`src/rtl/spike_window_classifier.sv`:
```
// Spike-count readout: integrates per-class spikes over a fixed window, then
// scans the counts sequentially to pick the winning class (lowest index on ties).

module swc_lane #(
  parameter int CNT_W = 8
) (
  input  logic             clk,
  input  logic             rst_n,
  input  logic             clr,
  input  logic             en,
  input  logic             spike,
  output logic [CNT_W-1:0] cnt
);
  // Saturating counter: stops at all-ones rather than wrapping.
  always_ff @(posedge clk)
    if (!rst_n || clr)                  cnt <= '0;
    else if (en && spike && cnt != '1)  cnt <= cnt + CNT_W'(1);
endmodule

module spike_window_classifier #(
  parameter int NUM_CLASSES = 10,
  parameter int CNT_W       = 8,
  parameter int WINDOW      = 64
) (
  input  logic                   clk,
  input  logic                   rst_n,
  input  logic [NUM_CLASSES-1:0] spike_i,
  input  logic                   start_i,
  input  logic                   result_ready_i,
  output logic                   busy_o,
  output logic                   result_valid_o,
  output logic [3:0]             class_o,
  output logic [CNT_W-1:0]       count_o,
  output logic                   tie_o
);
  localparam int               IDX_W    = (NUM_CLASSES > 1) ? $clog2(NUM_CLASSES) : 1;
  localparam logic [15:0]      WIN_LAST = 16'(WINDOW - 1);
  localparam logic [IDX_W-1:0] IDX_LAST = IDX_W'(NUM_CLASSES - 1);

  typedef enum logic [1:0] {IDLE, ACCUM, SCAN, HOLD} state_t;
  state_t state, state_nxt;

  logic [NUM_CLASSES-1:0][CNT_W-1:0] cnt;
  logic [15:0]      win_cnt;
  logic [IDX_W-1:0] idx, best_idx, best_idx_nxt;
  logic [CNT_W-1:0] scan_cnt, best_cnt, best_cnt_nxt;
  logic             best_tie, best_tie_nxt;
  logic             clr, acc_en, scan_last;

  assign clr       = (state == IDLE) && start_i;
  assign acc_en    = (state == ACCUM);
  assign scan_last = (state == SCAN) && (idx == IDX_LAST);

  for (genvar k = 0; k < NUM_CLASSES; k++) begin : g_lane
    swc_lane #(.CNT_W(CNT_W)) u_lane (
      .clk   (clk),
      .rst_n (rst_n),
      .clr   (clr),
      .en    (acc_en),
      .spike (spike_i[k]),
      .cnt   (cnt[k])
    );
  end

  always_ff @(posedge clk)
    if (!rst_n) state <= IDLE;
    else        state <= state_nxt;

  always_comb begin
    state_nxt = state;
    case (state)
      IDLE:    if (start_i)             state_nxt = ACCUM;
      ACCUM:   if (win_cnt == WIN_LAST) state_nxt = SCAN;
      SCAN:    if (idx == IDX_LAST)     state_nxt = HOLD;
      HOLD:    if (result_ready_i)      state_nxt = IDLE;
      default:                          state_nxt = IDLE;
    endcase
  end

  // Index 0 seeds the running best; later equal counts only flag a tie.
  assign scan_cnt = cnt[idx];
  always_comb begin
    best_cnt_nxt = best_cnt;
    best_idx_nxt = best_idx;
    best_tie_nxt = best_tie;
    if (idx == '0 || scan_cnt > best_cnt) begin
      best_cnt_nxt = scan_cnt;
      best_idx_nxt = idx;
      best_tie_nxt = 1'b0;
    end else if (scan_cnt == best_cnt) begin
      best_tie_nxt = 1'b1;
    end
  end

  always_ff @(posedge clk)
    if (!rst_n) begin
      win_cnt  <= '0;
      idx      <= '0;
      best_cnt <= '0;
      best_idx <= '0;
      best_tie <= 1'b0;
      class_o  <= '0;
      count_o  <= '0;
      tie_o    <= 1'b0;
    end else begin
      if (clr)         win_cnt <= '0;
      else if (acc_en) win_cnt <= win_cnt + 16'd1;
      if (state == SCAN) begin
        idx      <= idx + IDX_W'(1);
        best_cnt <= best_cnt_nxt;
        best_idx <= best_idx_nxt;
        best_tie <= best_tie_nxt;
        // Result registers change only on the edge that enters HOLD.
        if (scan_last) begin
          class_o <= 4'(best_idx_nxt);
          count_o <= best_cnt_nxt;
          tie_o   <= best_tie_nxt;
        end
      end else begin
        idx <= '0;
      end
    end

  assign busy_o         = (state != IDLE);
  assign result_valid_o = (state == HOLD);
endmodule

```
`config.mk`:
```
export PLATFORM = sky130hd
export DESIGN_NAME = spike_window_classifier
export DESIGN_NICKNAME = d
export VERILOG_FILES = /design/src/rtl/spike_window_classifier.sv
export SDC_FILE = /design/constraint.sdc
export NUM_CORES = 1
export LEC_CHECK = 0
export CORE_ASPECT_RATIO = 0.75
export CORE_UTILIZATION = 60
export CTS_CLUSTER_SIZE = 14
export DETAILED_ROUTE_END_ITERATION = 16
export GPL_TIMING_DRIVEN = 0
export HOLD_SLACK_MARGIN = 0.1
export PLACE_DENSITY = 0.81
export SYNTH_ARGS = -nofsm -noshare
export SYNTH_HDL_FRONTEND = slang
export SYNTH_SLANG_ARGS = --single-unit
```
`constraint.sdc`:
```
create_clock -name clk -period 7.4 [get_ports clk]
set_clock_uncertainty 0.15 [all_clocks]
set_input_delay 1.48 -clock clk [delete_from_list [all_inputs] [get_ports clk]]
set_output_delay 1.48 -clock clk [all_outputs]
set_load 0.01 [all_outputs]
```
## Word level (Yosys, flattened, before mapping)

Index checks and enable logic that the tools add are counted.
Widths: inputs -> output; s select.

- Register bits: 128
- Output and inout bits: 15
- Word-level logic and storage cells: 97
- Bits of input ports: 14

- Bitwise gates (word level): 1
- $add $sub $neg: 12
- Equality and inequality tests: 20
- Mux-type cells: 11
- Reductions and logical operators: 32
- Order comparisons: 2

Operators by type and width:

| kind | count |
|---|---|
| $add 8x1->8 const B | 10 |
| $ne 8x8->1 const B | 10 |
| $bmux 8 s4 | 1 |
| $logic_and 1x1->1 | 22 |
| $add 16x1->16 const B | 1 |
| $eq 16x6->1 const B | 1 |
| $mux 8 | 2 |
| $eq 8x8->1 | 1 |
| $gt 8x8->1 | 1 |
| $mux 2 | 4 |
| $ne 2x2->1 const B | 4 |
| $pmux 2 s4 | 1 |
| $lt 4x5->1 const B | 1 |
| $add 4x1->4 const B | 1 |
| $eq 2x2->1 const B | 2 |
| $eq 4x4->1 const B | 1 |
| $logic_not 4->1 | 1 |
| $mux 4 | 1 |
| $reduce_and 2->1 | 2 |
| $reduce_and 4->1 | 1 |
| $eq 2x1->1 const B | 1 |
| $logic_not 2->1 | 1 |
| $logic_or 1x1->1 | 2 |
| $mux 1 | 2 |
| other kinds (4) | 4 |

## Logic depth before layout (Yosys ltp)

- Depth in word-level cells: 5
- Gate-level depth with buffers: 14
- Mapped depth without buffers: 10

## Cells and area by module

A second synthesis with hierarchy kept.

- Cell total of the unflattened synthesis: 822
- Area total of the unflattened synthesis: 7377.1 µm²

By module, submodules not included:

| module | area each (µm²) | cells an instance | times used | sequential area each (µm²) |
|---|---|---|---|---|
| swc_lane | 426.7 | 49 | 10 | 160.2 |
| spike_window_classifier | 3110.5 | 332 | 1 | 960.9 |

## Worst setup path after synthesis

OpenSTA, ideal clock, no wires.

- Path kind: register to register
- Start point: register idx[0]
- End point: register count_o[0]
- Library setup time: 95 ps
- Cell stages (with the launch flop): 12
- Buffers on the path: 3
- Arrival time: 2936 ps
- Period minus slack after synthesis: 3181 ps
- Setup slack: 4219 ps
- Required time: 7155 ps
- Cell sequence: dfxtp_1 buf_6 buf_12 mux4_2 a221o_1 ha_1 and4_1 a22oi_1 a31o_2 clkbuf_1 a21oi_1 a221oi_1

- Cells in the longest elaborated chain, start to end: 5
- Elaborated cells on any way between the ends: 9
- Those cells by class: 1 x order compare; 1 x eq/ne; 3 x mux; 4 x reduce/logical

RTL lines:

| element | line | RTL |
|---|---|---|
| start, declared | 45 | `logic [IDX_W-1:0] idx, best_idx, best_idx_nxt;` |
| start signal, assigned | 109 | `idx <= idx + IDX_W'(1);` |
| $bmux 8 s4 | 81 | `assign scan_cnt = cnt[idx];` |
| $mux 8 (not written as such) | 81 |  |
| $gt 8x8->1 | 86 | `if (idx == '0 \|\| scan_cnt > best_cnt) begin` |
| $logic_or 1x1->1 | 86 |  |
| $mux 8 | 86 |  |
| end signal, assigned | 116 | `count_o <= best_cnt_nxt;` |
| end, declared | 33 | `output logic [CNT_W-1:0] count_o,` |

Several ways; a longest one is shown, not always the timed one. The select of a mux whose other input is x is not followed.
A chain may end at the register's enable or synchronous reset.

## Worst setup path in the final report

- Start point: register idx[1]
- End point: register count_o[6]

The elaborated chain is that of the path after synthesis.

==> results.md <==
- The run finished with clean final reports.
- The core region is 10500 sq um.
- The critical path goes through buf_2, buf_2, mux4_1, a221o_1, ha_1, nand4_1, a22oi_1, a31o_2, clkbuf_1, a211oi_1, a311oi_1.
- From synthesis to final layout, the design area changed by 15.8%.
- The critical path's largest stage delay is 0.46 ns.
- Counting stages on the worst path, the most repeated cell is buf_2.
- The number of top-level pins is 29.
- After clock tree synthesis, the setup repair step added 0 buffers.
- The number of enable-type register cells in the synthesized netlist is 0.
- At the end of the flow the core is filled with cells to 72.6%.
- The required time of the critical path is 7.56 ns.
- The placed instances occupy a cell area of 7000 sq um.
- Derived from the worst setup path, the maximum achievable clock frequency is 258 MHz.
- The count of nets left with antenna violations once routing finished came out at 0.
- The routed via count is 5647.
- Dividing total power by cell area gives a power density of 259 nW/um^2.
- The worst supply voltage drop on vdd is 187 uV.
- The cell at the root of the clock tree is clkbuf_16.
- The path with the worst hold slack has its endpoint at best_idx[0].
- Fill cells in the final layout number 748.
- The worst reg2reg path endpoint is count_o[6].
- The post-CTS resize count is 0.
- Timing analysis after detailed placement gives a worst setup slack of 3.69 ns.
- For the pin with the worst max-slew slack, the measured transition is 0.731 ns.
- The category of the most critical setup path is register to register.
- The global-route wire length before repair is 26000 um.
- The TritonCTS buffer count is 17.
- The share of final-layout standard cells stronger than drive strength 1 is 7.69%.
- Of all nets on the critical path, the largest fanout is 10.
- Synthesis produced 709 cells.
- The post-cts hold buffer count is 0.
- The worst-path cell with the longest stage delay is a221o_1.
- Of the synthesized area, sequential elements account for 39.1%.
- In the final timing run, aggregate negative setup slack is 0 ns.
- The post-detailed-routing wire length is 16000 um.
- The starting DRC count in detailed routing is 511.
- The detail-routed via count per cell is 6.25.
- The average cell area after synthesis is 9.25 sq um.
- The worst hold path begins at best_idx[0].
- The antenna diode instance count is 0.
- The finished cells cover 7590 sq um.
- The height of the chip is 92.5 um.
- The final layout net count is 796.
- The routability-driven placement congestion ratio is 0.919.
- The worst setup path is launched from a register.
- Counting every sink on the clock net gives 128.
- The number of buffers and inverters on the critical path is 3.
- The hold violation total from the final report is 0.
- The element type at the critical path end is a register.
- The worst path in the final design needs a cycle of 3.87 ns, including I/O delays and setup.
- Dividing the detail-routed wire length by the instance count gives 17.7 um.
- Max-cap violations in this run came to 0.
- The logic depth of the worst register-to-register path is 11.
- The final routed DRC violation total is 0.
- The most used flip-flop cell after synthesis is dfxtp_1.
- The kind of cell adding the most delay to the critical path is compound AO/OA/AOI/OAI gates.
- The total congestion overflow after global routing is 0.
- The clock tree from TritonCTS is yes.
- The total nets after synthesis is 750.
- The initialized floorplan defines 32 standard-cell rows.
- In the finished design, the share of the clock period the worst path needs comes to 52.3%.
- The final number of max-transition violations is 0.
- The depth of the worst hold-timing path is 2.
- Global routing consumed, over all layers together, 29.7% of the routing resources.
- The total of warnings raised by yosys is 0.
- The combined area of the multi-input logic cells is 3760 sq um.
- The area of the die is 11400 sq um.
- The area taken by flip-flops and latches is 2560 sq um.
- The number of setup violations in the final report is 0.
- The origin of the critical flop-to-flop path is idx[1].
- In this run the cell area of the synthesized design comes to 6560 sq um.
- For this configuration, the core starts out at a cell density of 62.7%.
- The clock tree synthesis step divided the H-tree into 4 levels.
- Buffers placed on the I/O ports in this run total 27.
- The final worst slack is 3.53 ns.
- After synthesis, the share of flip-flops with an asynchronous set or reset is 0%.
- The initial antenna violation count is 0.
- The endpoint arrival time on the critical path is 4.04 ns.
- The worst slew margin relative to its limit is 51.1%.
- Setup repair after global routing left no endpoint under its margin.
- The maximum number of pins on one net before global-route repair is 17.
- The count of distinct cell types in the synthesized netlist is 53.
- The worst-case clock buffer depth is 2.
- At the later pin of the worst-skew pair, clock insertion delay measures 0.42 ns.
- The number of optimization iterations in the first detailed-route pass is 6.
- The register-to-register setup slack is 3.53 ns.
- Detailed placement finished with a half-perimeter wire length of 11200 um.
- The via count of the first global-routing pass was 5278.
- The flop and latch count out of synthesis is 128.
- The CTS clock-pin slew for the worst setup and hold paths is 0.05 ns.
- For this design the static power due to leakage is 2.72 nW.
- Total power for the finished layout comes to 1.97 mW.
- The die is 123 um wide.
- The path class of the tightest hold or removal check is register to register.
worst max path at each step:
stage               startpoint  cells after the start                 endpoint
floorplan               idx[0]                     11               count_o[0]
global placement       start_i                      6  g_lane[7].u_lane.cnt[1]
detailed placement      idx[1]                     11               count_o[5]
CTS                     idx[1]                     11               count_o[6]
global route            idx[1]                     11               count_o[6]
finish                  idx[1]                     11               count_o[6]
cells in the mapped netlist (2+ instances only):
cell	count	area (sq um)
clkbuf_1	21	78.8
nor2b_1	3	18.8
a21oi_1	12	60.1
mux4_2	3	67.6
nor2_1	107	402
inv_1	18	67.6
buf_2	9	45.0
and3b_1	2	17.5
nand2_1	44	165
a311oi_1	7	61.3
nor3_1	8	40.0
mux4_1	6	158
a221o_1	8	80.1
xor2_1	53	464
or3_1	3	18.8
a31oi_1	5	31.3
dfxtp_1	128	2560
nand3_1	17	85.1
and4_1	11	96.3
mux2_2	7	78.8
nand4_1	42	263
and2_1	7	43.8
mux2i_1	33	330
a41oi_2	5	81.3
xnor2_1	30	263
o21ai_0	19	95.1
o211ai_1	2	15.0
o211a_1	2	20.0
buf_1	3	11.3
and3_1	15	93.8
a211oi_1	22	165
ha_1	27	338
nor4_1	2	12.5
o22ai_1	9	56.3
per-stage QoR:
stage / cells / hold slack [ns]
global placement: 872 / 0.299
finish: 903 / 0.321
global route: 903 / 0.341
detailed placement: 872 / 0.311
CTS: 903 / 0.320
floorplan: 709 / 0.285
sequential cells by signal, summed over array words and instances (netlist names):
register,count
best_idx,4
g_lane.u_lane.cnt,80
idx,4
best_tie,1
state,2
count_o,8
win_cnt,16
tie_o,1
class_o,4
best_cnt,8
layout make-up:
type / count / share of cell area [%]
Inverter: 19 / 0.940
Multi-Input combinational cell: 527 / 49.5
Sequential cell: 128 / 33.8
Clock buffer: 26 / 6.84
Buffer: 35 / 2.19
Tap cell: 136 / 2.24
Timing Repair Buffer: 27 / 3.56
Clock inverter: 5 / 0.989
power by group:
group,internal (mW),switching (mW),leakage [nW]
logic,0.142,0.244,1.39
clock network,0.546,0.290,0.296
registers,0.720,0.0261,1.03
cell families (layout without fill, tap and decap cells):
group | count (synthesis) | in the layout | share of synthesized area, %
buffers and inverters | 54 | 112 | 3.63
muxes | 49 | 49 | 9.68
xor gates and xnor gates | 83 | 83 | 11.1
DFF | 128 | 128 | 39.1
AOI/OAI and AO/OA | 101 | 101 | 11.4
adders and majority gates | 27 | 27 | 5.15
and+or+nand+nor | 267 | 267 | 20.0
tightest hold or removal path, cell delays in order (launching register included):
cell     delay [ns]
dfxtp_1        0.31
nand2_1        0.05
mux2i_1        0.06
metal layers:
metal / GRT usage (%) / wire (um) / vias up
met2: 46.4 / 7220 / 250
met3: 7.14 / 1170 / 40
met1: 38.9 / 7240 / 2700
li1: - / - / 2657
met4: 12.7 / 318 / 0
met5: 0 / 0 / -
placed cells by master, fill, tap and decap left out, types with 12 or more instances in the layout:
| cell type | instances |
|---|---|
| a211oi_1 | 22 |
| a21oi_1 | 12 |
| and3_1 | 15 |
| clkbuf_1 | 24 |
| clkbuf_16 | 17 |
| clkdlybuf4s50_1 | 27 |
| dfxtp_1 | 128 |
| ha_1 | 27 |
| inv_1 | 18 |
| mux2i_1 | 33 |
| nand2_1 | 44 |
| nand3_1 | 17 |
| nand4_1 | 42 |
| nor2_1 | 107 |
| o21ai_0 | 19 |
| xnor2_1 | 30 |
| xor2_1 | 53 |
(Power assumes the default switching activity.)
==> RTL edit 1: new RTL, same flow settings <==
`CNT_W` is set to 8 in 2 places; all go to 6.
--- a/src/rtl/spike_window_classifier.sv
+++ b/src/rtl/spike_window_classifier.sv
@@ -2,7 +2,7 @@
 // scans the counts sequentially to pick the winning class (lowest index on ties).
 
 module swc_lane #(
-  parameter int CNT_W = 8
+  parameter int CNT_W = 6
 ) (
   input  logic             clk,
   input  logic             rst_n,
@@ -19,7 +19,7 @@
 
 module spike_window_classifier #(
   parameter int NUM_CLASSES = 10,
-  parameter int CNT_W       = 8,
+  parameter int CNT_W       = 6,
   parameter int WINDOW      = 64
 ) (
   input  logic                   clk,
Ports: changed (resized count_o); port bits go from 29 to 27. The function was not compared with the original's and may differ.
==> RTL edit 1 against the original RTL <==
- non-clock buffer count down 10
- routed wire length down 24%
- cell area down 21%
- count of clock-buffer cells in the layout down 15
- setup slack better by 140 ps
- area after synthesis down 19%
- largest cell class unchanged
- highest routed layer unchanged
- sequential cell count down 24
- critical endpoint is now class_o[2]$_SDFFE_PN0P_
- largest power group is now sequential cells
- combinational power up 11%
- total power down 22%
==> RTL edit 1: results (changes against the original RTL) <==
Status -> finished, final reports clean
PortBufs -> 25 (-7.4%)
Placed Area -> 5692 sq um (-19%)
Reg2Reg Setup Slack -> 3670 ps (+140 ps)
Hold Slack -> 320.8 ps (-0.4250 ps)
Synth top area cells -> dfxtp_1, mux2_2, ha_1
Met3 GRT Util -> 0.06569 (-0.005735)
DR iter-0 viols -> 338 (-34%)
Data arrival, critical path -> 3850 ps (-190 ps)
Seq pwr share -> 0.411 (+0.032)
Number of global-route vias before repair -> 4,289 (-19%)
Fmax -> 267.8 MHz (+3.7%)
Hpwl dp -> 8.584 mm (-23%)
WL final -> 12.12 mm (-24%)
TritonRoute pass-1 iters -> 5 (-1)
Post-synth top cells -> dfxtp_1, nor2_1, nand2_1, nand3_1, mux2_2
Cells after DPL -> 737 (-15%)
XOR/XNOR Fraction of Synth Area -> 0.08253 (-0.02835)
Met2 routed WL -> 5.588 mm (-23%)
First-pass GRT wire length -> 20.49 mm (-21%)
Met1 wire length -> 5.782 mm (-20%)
Synth Area in Compound Gates -> 0.1231 (+0.009153)
Worst-Margin Slew -> 655.8 ps (-75.06 ps)
Clock power share -> 0.309 (-0.116)
Pwr Density -> 255.0 nW/um^2 (-1.6%)
Power Internal -> 1.012 mW (-28%)
Placer Congestion -> 0.9087 (-1.2%)
Nets@finish -> 679 (-15%)
Avg Inst Size Synth -> 8.785 sq um (-5.0%)
Multiplexer share of the synthesized area -> 0.09196 (-0.004796)
CP peak stage delay -> 510 ps (+50 ps)
Placement Setup Slack -> 3771 ps (+78.94 ps)
Met2 track demand over resource -> 0.4449 (-0.01947)
Slowest CP cell -> o31ai_1
Clock slew at reported path FFs -> 70 ps (+20 ps)
Share of cells above drive strength 1 -> 0.1025 (+0.02556)
Largest net degree at the start of global routing -> 16 (-1)
Clk Latency, worst-skew pair -> 350 ps (-70 ps)
Net Count, Synth -> 643 (-14%)
H-tree depth -> 3 (-1)
Register area share after synthesis -> 0.3924 (+0.001521)
Peak fanout along the critical path -> 10 (unchanged)
GRT Overall Usage -> 0.2761 (-0.02086)
Leakage -> 2.141 nW (-21%)
Via count -> 4,457 (-21%)
Final std cells w/o fill -> 752 (-17%)
Met1 usage -> 0.3778 (-0.01142)
Cts bufs inserted -> 9 (-8)
VDD IR-drop max -> 211.6 uV (+13%)
Largest regs -> g_lane.u_lane.cnt: 60 flops, win_cnt: 16 flops
Post-Synth Adder-Cell Area -> 0.05895 (+0.007422)
Post-synth cell types -> 46 (-13%)
-- RTL edit 1: cell types whose count changed after synthesis, sizes merged, moves of 10 or more --
cell	delta
a21oi	+12
xor2	-28
nor2	-29
mux2	+23
or3	+14
nand3	+20
o211ai	+12
dfxtp	-24
mux2i	-18
and3	-10
nand4	-32
a211oi	-17
-- RTL edit 1: worst paths after layout --
check	from	to	depth (start not counted)
max	idx[1]$_SDFF_PN0_	class_o[2]$_SDFFE_PN0P_	12
min	tie_o$_SDFFE_PN0P_	tie_o$_SDFFE_PN0P_	2
min reg2reg	tie_o$_SDFFE_PN0P_	tie_o$_SDFFE_PN0P_	2
max reg2reg	idx[1]$_SDFF_PN0_	class_o[2]$_SDFFE_PN0P_	12
-- RTL edit 1: final cells by class --
class	instances	area, sq um
Fill cell	642	2547
Timing Repair Buffer	25	250.2
Buffer	27	142.6
Tap cell	108	135.1
Multi-Input combinational cell	449	2992
Clock buffer	11	242.7
Inverter	24	90.09
Clock inverter	4	45.04
Sequential cell	104	2082
==> RTL edit 2: new RTL, config.mk and constraints unchanged <==
Made on the original files. Re-encode `state_t` (4 states) as one-hot, 4 bits wide.
--- a/src/rtl/spike_window_classifier.sv
+++ b/src/rtl/spike_window_classifier.sv
@@ -37,7 +37,7 @@
   localparam logic [15:0]      WIN_LAST = 16'(WINDOW - 1);
   localparam logic [IDX_W-1:0] IDX_LAST = IDX_W'(NUM_CLASSES - 1);
 
-  typedef enum logic [1:0] {IDLE, ACCUM, SCAN, HOLD} state_t;
+  typedef enum logic [3:0] {IDLE = 4'b0001, ACCUM = 4'b0010, SCAN = 4'b0100, HOLD = 4'b1000} state_t;
   state_t state, state_nxt;
 
   logic [NUM_CLASSES-1:0][CNT_W-1:0] cnt;
Formal check against the unedited RTL: same outputs for any inputs over 10 cycles, from zero or initial values and one cycle with rst_n low; not proved beyond that.
==> RTL edit 2 against the original RTL <==
- via count rose by 6.0%
- sequential share of layout area decreased by 0.26 points
- first-iteration DRC count is 11% lower
- setup slack worse by 580 ps
- cell area rose by 2.3%
- routed wire length up 5.7%
- area after synthesis up 2.1%
- sequential cell count increased by 2
- highest routed layer unchanged
Power is not compared: it rests on default switching activity, and its combinational part moved more than twofold at a synthesized area within 25%.
==> RTL edit 2: results (changes against the original RTL) <==
Met1 wire length -> 7.417 mm (+2.5%)
Met3 GRT Util -> 0.06890 (-0.002526)
Area of the multi-input gates -> 3876 sq um (+3.2%)
Net Count, Synth -> 804 (+7.2%)
Number of buffers outside the clock class in the layout -> 64 (+3.2%)
Sequential cell area share -> 0.3350 (-0.002566)
Post-synth top cells -> dfxtp_1, nor2_1, nand2_1
Detailed-routed wire length on met3 -> 1.454 mm (+24%)
First-pass GRT wire length -> 26.95 mm (+3.7%)
Number of global-route vias before repair -> 5,518 (+4.5%)
GRT Overall Usage -> 0.3066 (+0.009659)
TritonRoute pass-1 iters -> 7 (+1)
Clock buf count -> 19 (-27%)
Comb_multi_in -> 586 (+11%)
DR iter-0 viols -> 456 (-11%)
XOR/XNOR Fraction of Synth Area -> 0.08634 (-0.02454)
Synth Area in Compound Gates -> 0.1112 (-0.002737)
Hpwl dp -> 12.05 mm (+7.7%)
Met2 track demand over resource -> 0.4755 (+0.01104)
Hold Startpoint -> count_o[7]$_SDFFE_PN0P_
Cells after DPL -> 935 (+7.2%)
Nets@finish -> 850 (+6.8%)
Seq cells post-synth -> 130 (+1.6%)
Non-clk invs -> 15 (-4)
Status -> finished, final reports clean
Placer Congestion -> 0.9001 (-2.1%)
Buffer share of cell area -> 0.05540 (-0.002121)
RTL edit 2: changes by cell type in the layout (fill, tap and decap cells not counted), sizes merged, moves of 9 or more:
| cell | before | now |
|---|---|---|
| a211oi | 22 | 4 |
| a21oi | 13 | 28 |
| mux2i | 33 | 61 |
| mux4 | 9 | 0 |
| nand2 | 44 | 71 |
| o21ai | 20 | 30 |
| o311ai | 0 | 9 |
| or3 | 3 | 30 |
| xor2 | 53 | 38 |
RTL edit 2: power by group through the flow:
stage	Combinational (mW)	Sequential [mW]	Clock, mW
3_3_place_gp	0.0458	0.718	0
6_report	0.0473	0.703	0.894
3_5_place_dp	0.0464	0.718	0
4_1_cts	0.0468	0.703	0.899
5_1_grt	0.0507	0.703	0.930
2_1_floorplan	0.0255	0.718	0
